`src/rtl/eth_vlan_strip.sv`:
```
// Removes one 802.1Q tag (frame bytes 12..15) from AXI-Stream frames and repacks the remainder.
// Reports the stripped VID/PCP per frame on a status sideband.
module eth_vlan_strip #(
  parameter int unsigned DATA_WIDTH = 64,
  parameter logic [15:0] TPID       = 16'h8100
) (
  input  logic                      clk,
  input  logic                      rst_n,
  input  logic                      cfg_strip_en,
  input  logic [DATA_WIDTH-1:0]     s_axis_tdata,
  input  logic [DATA_WIDTH/8-1:0]   s_axis_tkeep,
  input  logic                      s_axis_tvalid,
  output logic                      s_axis_tready,
  input  logic                      s_axis_tlast,
  output logic [DATA_WIDTH-1:0]     m_axis_tdata,
  output logic [DATA_WIDTH/8-1:0]   m_axis_tkeep,
  output logic                      m_axis_tvalid,
  input  logic                      m_axis_tready,
  output logic                      m_axis_tlast,
  output logic                      stat_valid,
  output logic                      stat_stripped,
  output logic [11:0]               stat_vlan_id,
  output logic [2:0]                stat_pcp,
  output logic [31:0]               stat_strip_count
);

  localparam int unsigned KEEP_W = DATA_WIDTH / 8;
  localparam int unsigned HALF_W = DATA_WIDTH / 2;

  generate
    if (DATA_WIDTH != 64) begin : g_bad_width
      $error("eth_vlan_strip: only DATA_WIDTH == 64 is supported");
    end
  endgenerate

  typedef enum logic [2:0] {
    ST_FIRST,
    ST_SECOND,
    ST_PASS,
    ST_STRIP,
    ST_FLUSH
  } state_t;

  state_t                state;
  logic                  en_q;
  logic                  frame_stripped;
  logic [HALF_W-1:0]     hold;
  logic [11:0]           vid_q;
  logic [2:0]            pcp_q;
  logic [KEEP_W/2-1:0]   flush_keep;

  logic                  s_fire_c;
  logic                  m_fire_c;
  logic                  tag_hit_c;
  logic                  out_free_c;

  // Output register may be reloaded when empty or draining this cycle.
  assign out_free_c    = !m_axis_tvalid || m_axis_tready;
  assign s_axis_tready = out_free_c && (state != ST_FLUSH);
  assign s_fire_c      = s_axis_tvalid && s_axis_tready;
  assign m_fire_c      = m_axis_tvalid && m_axis_tready;

  // Beat 1 lanes 4/5 hold frame bytes 12/13; a full non-last beat 1 guarantees the whole tag is present.
  assign tag_hit_c = en_q && !s_axis_tlast && (s_axis_tkeep == KEEP_W'('1)) &&
                     (s_axis_tdata[39:32] == TPID[15:8]) &&
                     (s_axis_tdata[47:40] == TPID[7:0]);

  always_ff @(posedge clk or negedge rst_n) begin
    if (!rst_n) begin
      state            <= ST_FIRST;
      en_q             <= 1'b0;
      frame_stripped   <= 1'b0;
      hold             <= '0;
      vid_q            <= '0;
      pcp_q            <= '0;
      flush_keep       <= '0;
      m_axis_tdata     <= '0;
      m_axis_tkeep     <= '0;
      m_axis_tvalid    <= 1'b0;
      m_axis_tlast     <= 1'b0;
      stat_valid       <= 1'b0;
      stat_stripped    <= 1'b0;
      stat_vlan_id     <= '0;
      stat_pcp         <= '0;
      stat_strip_count <= '0;
    end else begin
      if (m_fire_c) m_axis_tvalid <= 1'b0;
      stat_valid <= 1'b0;

      unique case (state)
        ST_FIRST: begin
          if (s_fire_c) begin
            m_axis_tdata   <= s_axis_tdata;
            m_axis_tkeep   <= s_axis_tkeep;
            m_axis_tlast   <= s_axis_tlast;
            m_axis_tvalid  <= 1'b1;
            en_q           <= cfg_strip_en;
            frame_stripped <= 1'b0;
            vid_q          <= '0;
            pcp_q          <= '0;
            if (!s_axis_tlast) state <= ST_SECOND;
          end
        end

        ST_SECOND: begin
          if (s_fire_c) begin
            if (tag_hit_c) begin
              vid_q          <= {s_axis_tdata[51:48], s_axis_tdata[63:56]};
              pcp_q          <= s_axis_tdata[55:53];
              hold           <= s_axis_tdata[HALF_W-1:0];
              frame_stripped <= 1'b1;
              state          <= ST_STRIP;
            end else begin
              m_axis_tdata  <= s_axis_tdata;
              m_axis_tkeep  <= s_axis_tkeep;
              m_axis_tlast  <= s_axis_tlast;
              m_axis_tvalid <= 1'b1;
              state         <= s_axis_tlast ? ST_FIRST : ST_PASS;
            end
          end
        end

        ST_PASS: begin
          if (s_fire_c) begin
            m_axis_tdata  <= s_axis_tdata;
            m_axis_tkeep  <= s_axis_tkeep;
            m_axis_tlast  <= s_axis_tlast;
            m_axis_tvalid <= 1'b1;
            if (s_axis_tlast) state <= ST_FIRST;
          end
        end

        ST_STRIP: begin
          // Lower half of each input beat completes the output beat; upper half is carried.
          if (s_fire_c) begin
            m_axis_tdata  <= {s_axis_tdata[HALF_W-1:0], hold};
            hold          <= s_axis_tdata[DATA_WIDTH-1:HALF_W];
            m_axis_tvalid <= 1'b1;
            if (!s_axis_tlast) begin
              m_axis_tkeep <= KEEP_W'('1);
              m_axis_tlast <= 1'b0;
            end else if (!s_axis_tkeep[KEEP_W/2]) begin
              m_axis_tkeep <= {s_axis_tkeep[KEEP_W/2-1:0], (KEEP_W/2)'('1)};
              m_axis_tlast <= 1'b1;
              state        <= ST_FIRST;
            end else begin
              m_axis_tkeep <= KEEP_W'('1);
              m_axis_tlast <= 1'b0;
              flush_keep   <= s_axis_tkeep[KEEP_W-1:KEEP_W/2];
              state        <= ST_FLUSH;
            end
          end
        end

        ST_FLUSH: begin
          // Output tlast is only ever set here once the trailing beat has been loaded.
          if (m_fire_c && m_axis_tlast) begin
            state <= ST_FIRST;
          end else if (out_free_c && !m_axis_tlast) begin
            m_axis_tdata  <= {HALF_W'(0), hold};
            m_axis_tkeep  <= {(KEEP_W/2)'(0), flush_keep};
            m_axis_tlast  <= 1'b1;
            m_axis_tvalid <= 1'b1;
          end
        end

        default: state <= ST_FIRST;
      endcase

      // Frame status: reads the pre-update frame flags, so a new beat 0 in the same cycle is harmless.
      if (m_fire_c && m_axis_tlast) begin
        stat_valid    <= 1'b1;
        stat_stripped <= frame_stripped;
        stat_vlan_id  <= vid_q;
        stat_pcp      <= pcp_q;
        if (frame_stripped && (stat_strip_count != 32'hFFFF_FFFF))
          stat_strip_count <= stat_strip_count + 32'd1;
      end
    end
  end

endmodule

```
`config.mk`:
```
export PLATFORM = sky130hd
export DESIGN_NAME = eth_vlan_strip
export DESIGN_NICKNAME = d
export VERILOG_FILES = /design/src/rtl/eth_vlan_strip.sv
export SDC_FILE = /design/constraint.sdc
export NUM_CORES = 1
export LEC_CHECK = 0
export CAP_MARGIN = 25
export CORE_UTILIZATION = 44
export DETAILED_ROUTE_END_ITERATION = 10
export PLACE_DENSITY = 0.74
export SLEW_MARGIN = 25
export SYNTH_ARGS = -nofsm -noshare
export SYNTH_HDL_FRONTEND = slang
export SYNTH_SLANG_ARGS = --single-unit
```
`constraint.sdc`:
```
create_clock -name clk -period 2.5 [get_ports clk]
set_clock_uncertainty 0.05 [all_clocks]
set_input_delay 0.5 -clock clk [delete_from_list [all_inputs] [get_ports clk]]
set_output_delay 0.5 -clock clk [all_outputs]
set_load 0.005 [all_outputs]
```
==> results of run 1 <==
[logic make-up after synthesis]
family                     Yosys count  synth area share, %
adders and majority gates            1               0.1481
and+or+nand+nor                    136                8.713
muxes                              125                18.98
buffers and inverters               51                3.186
AOI/OAI and AO/OA                  146                12.82
xor gates and xnor gates            30                3.112
DFF                                179                53.04
[path summary, 6_finish.rpt]
| path | start | end | slack (ns) | depth (start not counted) |
|---|---|---|---|---|
| setup / recovery | state[0] | s_axis_tready | 0.20 | 3 |
| hold / removal | rst_n | stat_pcp[1] | -0.02 | 1 |
| setup reg to reg | state[0] | m_axis_tdata[58] | 0.42 | 5 |
| hold reg to reg | flush_keep[0] | flush_keep[0] | 0.43 | 1 |
| max in group asynchronous | rst_n | state[0] | 1.72 | 2 |
| min in group clk | flush_keep[0] | flush_keep[0] | 0.43 | 1 |
[power by group through the flow]
stage / combinational (uW) / clock, uW / sequential (uW)
global placement: 3140 / 0 / 4160
detailed placement: 3220 / 0 / 4150
finish: 3200 / 2820 / 4150
floorplan: 1610 / 0 / 4070
global route: 3410 / 2980 / 4230
CTS: 3230 / 2860 / 4140
[what timing repair did]
action,in CTS,in global routing
gates resized for setup,4,0
endpoints found under the setup margin,1,0
hold buffers,0,0
setup buffers,1,0
[routing by layer]
metal,vias to the layer above,track usage [%],part of all wire [%]
met2,228,37.00,47
met3,23,5.675,6.4
met1,3290,32.93,46
met4,0,5.549,1.1
met5,-,0,0
li1,2968,-,-
[flip-flops by register name (all words and copies together), names as in the netlist, 4 cells and up]
signal	cells
stat_vlan_id	12
hold	32
flush_keep	4
m_axis_tkeep	8
stat_strip_count	32
m_axis_tdata	64
vid_q	12
[cell usage in the layout (no fill, tap or decap), types with 2 or more instances in the layout]
master,n
clkdlybuf4s50_1,199
dfrtp_1,177
mux2_4,53
buf_4,47
nand2_1,39
mux2_2,38
o22ai_1,34
a2bb2oi_1,33
a22o_1,32
mux2_1,31
xnor2_1,24
nor2_1,19
clkbuf_16,17
nand3_1,16
a22oi_1,15
nor3_1,13
nand4_1,13
o21ai_1,11
buf_12,10
inv_1,8
o21ai_0,7
xor2_1,6
a21oi_1,6
and4_1,6
and3_1,5
clkinvlp_4,4
nor4_1,3
mux2i_1,3
inv_2,3
bufinv_16,3
inv_8,3
inv_6,3
or4_1,2
nand2b_1,2
nand4_2,2
dfrtp_2,2
[per-stage QoR]
step	utilization, %	TNS, ns	power, uW	hold slack (ns)
after CTS	62.45	0	10220	0.001396
final	62.46	0	10160	-0.01808
after detailed placement	59.09	-9.446	7369	0.4086
after floorplan	-	0	5685	0.1544
after global routing	62.46	0	10620	0.01809
after global placement	59.09	-5.856	7301	0.3989
[layout make-up]
type | count | area (sq um) | share of cell area [%]
Clock buffer | 17 | 425.4 | 3.629
Timing Repair Buffer | 258 | 2565 | 21.88
Sequential cell | 179 | 4482 | 38.23
Clock inverter | 15 | 193.9 | 1.654
Antenna cell | 1 | 2.502 | 0.02135
Inverter | 11 | 41.29 | 0.3522
Multi-Input combinational cell | 438 | 3720 | 31.73
Tap cell | 234 | 292.8 | 2.498
==> results.yml, run 1 <==
sta:
  setup_violations: 0
  post-route-period-util_pct: 92.04
  relSlewSlack_pct: 62.96
  tightest_slew_ns: 0.5556
  rsz0062_at_grt: "no"
  fin_ws_ns: 0.1991
  max_freq_mhz: 434.6
  hold_viol_final: 8
  hold_slack_ns: -0.01808
  post-route-min-period_ns: 2.301
  maxSlewViolCount: 0
cells_and_area:
  fin_cells: 1153
  area_delta_synth_final_pct: 38.82
  fillers: 1426
  fin_nets: 984
  finalInstanceArea_sq_mm: 0.01172
  drive_above_1_share_pct: 21.68
outcome:
  outcome: "complete, but fails checks"
  violations: "hold timing"
pwr:
  power.switching_uw: 2899
  p_int_uw: 7264
  seqPwrFrac_pct: 40.8
  p_per_area_mw_per_mm2: 867.0
  clkPwrFrac_pct: 27.7
  switching_share_pct: 28.52
  pwr-share-comb_pct: 31.5
  ir_drop_v: 0.0005291
  cellLeakagePower_uw: 0.005126
global_routing:
  overflow: 0
  grt_pass1_wl_mm: 35.82
  gr-usage-all-layers_pct: 23.54
  grt_max_degree: 56
  antenna_found_initial: 1
  grt_pass1_vias: 6434
job:
  cap_violations: 0
synth:
  yosysWarnings: 0
  synth-edff-count: 0
  syn-cell-area_sq_mm: 0.008444
  synthCells: 668
  synth_area_leaders: "dfrtp_1 (53%), mux2_4 (9.4%), mux2_2 (5.1%), mux2_1 (4.1%), a2bb2oi_1 (3.4%)"
  synth_seq_cells: 179
  synth_commonest_cells: "dfrtp_1 (179), mux2_4 (53), nand2_1 (39)"
  synth_nets: 747
  ys_seq_area_share_pct: 53.04
  yosysMostFrequentCell: "dfrtp_1"
  synth_cell_types: 55
  synth_area_per_cell_sq_um: 12.64
  synth_top_area_share_pct: 53.04
  yosys_most_used_dff: "dfrtp_1"
  synth_area_leader_cell: "dfrtp_1"
  synthArstFlopShare_pct: 100.0
worst_setup_path:
  cp_max_fo: 7
  worst-setup-path-type: "flip-flop to output pin"
  start_kind: "flip-flop"
  crit_path_max_incr_delay_ns: 0.46
  critPathBufInv: 1
  cp_top_family: "simple AND/OR/NAND/NOR gates"
  worstPathRequired_ns: 1.95
  cp_slowest_cell: "dfrtp_2"
  worstSetupEndpointType: "output pin"
  cp_data_arrival_time_ns: 1.75
  path_cells: "or3b_4 > and2_1 > dlygate4sd2_1"
floorplanning:
  die_y_um: 140.5
  die_width_um: 140.5
  placementRows: 50
  fp.dieArea_sq_mm: 0.01975
  initial_core_util_pct: 44.99
  io-pin-count: 202
  coreArea_sq_mm: 0.01877
detailed_routing:
  vias_per_cell: 5.645
  post_drt_wl_per_cell_um: 19.79
  wirelength_mm: 22.82
  vias: 6509
  drt_first_pass_iters: 5
  drc_errors: 0
  ant_nets: 0
  dr.first_iter.drc_count: 388
cts:
  ctsLongestPathBuffers: 2
  root_buffer: "clkbuf_16"
  cts_tree: "yes"
  htree_levels: 4
  cts_buffers: 17
  clock_sink_count: 179
  clock_latency_ns: 0.43
  clkTransAtPathRegs_ns: 0.07
placement:
  dpl.cell_count: 1119
  dp_hpwl_mm: 15.70
  dpl_cell_area_sq_mm: 0.01109
  portBuffers: 201
  gp_congestion: 0.8365
  place_ws_ns: -0.1367
hold_path:
  hp-class: "input port to async pin"
No activity file was read; power rests on OpenSTA's default activity.
==> run 2, diff against run 1 <==
--- a/config.mk
+++ b/config.mk
@@ -6,9 +6,9 @@
 export NUM_CORES = 1
 export LEC_CHECK = 0
 export CAP_MARGIN = 25
-export CORE_UTILIZATION = 44
+export CORE_UTILIZATION = 43
 export DETAILED_ROUTE_END_ITERATION = 10
-export PLACE_DENSITY = 0.74
+export PLACE_DENSITY = 0.79
 export SLEW_MARGIN = 25
 export SYNTH_ARGS = -nofsm -noshare
 export SYNTH_HDL_FRONTEND = slang
==> run 2 against run 1 <==
Against the previous run:
- the flow still finishes with violations (hold timing)
- sequential share of layout area fell by 0.21 points
- register-to-register slack got worse by 0.06 ns
- clock-buffer cell count rose by 4
- first-iteration DRC count fell by 14%
- critical path depth did not move
- maximum frequency fell by 0.98%
- worst setup slack got worse by 0.023 ns
- combinational power fell by 1%
- routed wire length fell by 0.28%
- non-clock buffer count rose by 5
- core utilization fell by 0.28 points
- clock power rose by 2%
- critical path type unchanged
- critical endpoint unchanged
==> results.yml, run 2 (same netlist as run 1, synthesis figures left out) <==
cts:
  cts_tree: "yes"
  clock_sink_count: 179
  cts_resized: 3
  clkTransAtPathRegs_ns: 0.06
  post_cts_buffers: 0
  cts_buffers: 17
  root_buffer: "clkbuf_16"
  ctsLongestPathBuffers: 2
  clock_latency_ns: 0.42
  htree_levels: 4
  ctsHoldBuffers: 0
worst_setup_path:
  ff2ff_setup_slack_ns: 0.36
  rr_startpoint: "state[1]"
  path_cells: "or3b_1 > and2_1 > dlygate4sd2_1"
  cp_slowest_cell: "dfrtp_2"
  start_kind: "flip-flop"
  worst-setup-path-type: "flip-flop to output pin"
  crit_path_max_incr_delay_ns: 0.46
  cp_max_fo: 8
  cp_data_arrival_time_ns: 1.77
  critPathBufInv: 1
  worstPathRequired_ns: 1.95
  worstSetupEndpointType: "output pin"
  startpoint: "state[1]"
  cp_top_family: "simple AND/OR/NAND/NOR gates"
pwr:
  power.total_uw: 10200
  cellLeakagePower_uw: 0.005145
  p_per_area_mw_per_mm2: 865.3
  ir_drop_v: 0.0005634
sta:
  rsz0062_at_grt: "no"
  max_freq_mhz: 430.3
  maxSlewViolCount: 0
  hold_viol_final: 7
  hold_slack_ns: -0.01491
  post-route-period-util_pct: 92.95
  post-route-min-period_ns: 2.324
  fin_tns_setup_ns: 0
  relSlewSlack_pct: 63.06
  setup_violations: 0
  tightest_slew_ns: 0.5541
cells_and_area:
  final_cell_mix: "clkdlybuf4s50_1 (199), dfrtp_1 (177), buf_4 (54)"
  fin_nets: 989
  drive_above_1_share_pct: 21.78
  multi_input_area_sq_mm: 0.003717
  max_flop_register: "m_axis_tdata"
  largest_reg_flops: 64
  ff_latch_area_sq_mm: 0.004482
  fillers: 1436
  biggestRegsByFlops: "m_axis_tdata: 64 flops, hold: 32 flops, stat_strip_count: 32 flops"
  final_common_cell: "clkdlybuf4s50_1"
  fin_cells: 1186
  area_delta_synth_final_pct: 39.58
detailed_routing:
  dr.first_iter.drc_count: 333
  vias_per_cell: 5.484
  wirelength_mm: 22.76
  post_drt_wl_per_cell_um: 19.19
  vias: 6504
  drt_first_pass_iters: 5
  drc_errors: 0
  ant_nets: 0
global_routing:
  gr-usage-all-layers_pct: 23.47
  grt_pass1_wl_mm: 36.19
  grt_max_degree: 53
  overflow: 0
  grt_pass1_vias: 6497
  antenna_found_initial: 2
hold_path:
  hp-class: "input port to async pin"
floorplanning:
  initial_core_util_pct: 44.55
  io-pin-count: 202
  placementRows: 50
  die_width_um: 142.1
  die_y_um: 142.1
  coreArea_sq_mm: 0.01896
  fp.dieArea_sq_mm: 0.02020
outcome:
  outcome: "complete, but fails checks"
  violations: "hold timing"
placement:
  dpl.cell_count: 1151
  gp_congestion: 0.8388
  portBuffers: 201
  dp_hpwl_mm: 16.30
job:
  cap_violations: 0
==> run 2: area by class of cell <==
type / instances / area share, %
clock inverters: 11 / 1.486
multi-input cells: 438 / 31.54
well taps: 260 / 2.760
diodes: 3 / 0.06369
repair buffers: 263 / 21.87
flip-flops and latches: 179 / 38.03
inverters: 11 / 0.3503
clock buffers: 21 / 3.907
==> run 2: layer usage <==
metal / share of wire, % / track usage [%] / vias up
li1: - / - / 2984
met2: 46 / 36.79 / 255
met3: 6.7 / 5.518 / 44
met4: 2.8 / 9.281 / 0
met5: 0 / 0 / -
met1: 44 / 31.42 / 3221
==> run 2: path summary, 6_finish.rpt <==
| check | to | cells after the start |
|---|---|---|
| setup / recovery | s_axis_tready | 3 |
| hold / removal | pcp_q[0] | 1 |
| setup reg to reg | m_axis_tdata[20] | 5 |
| hold reg to reg | flush_keep[0] | 1 |
| max in group asynchronous | hold[31] | 2 |
| min in group clk | flush_keep[0] | 1 |
==> run 2: worst reg2reg max path, stage by stage (launching register included) <==
cell and delay [ns]:
dfrtp_2 0.46, or3b_1 0.44, o21ai_1 0.20, and3_4 0.30, buf_12 0.23, mux2_1 0.35
==> run 2: through the flow <==
stage / util, % / cell area, sq um / worst slack [ns]
5_1_grt: 62.15 / 11780 / 0.1164
4_1_cts: 62.14 / 11780 / 0.1600
6_report: 62.18 / 11790 / 0.1763
3_5_place_dp: 58.78 / 11140 / -0.2666
2_1_floorplan: - / 8444 / 0.3780
3_3_place_gp: 58.78 / 11140 / -0.09916
==> run 2: report_power, final <==
group          internal (uW)  switching, uW  total (uW)
registers               3650            514        4170
logic                   2000           1160        3160
clock network           1740           1130        2870
total                   7390           2810       10200
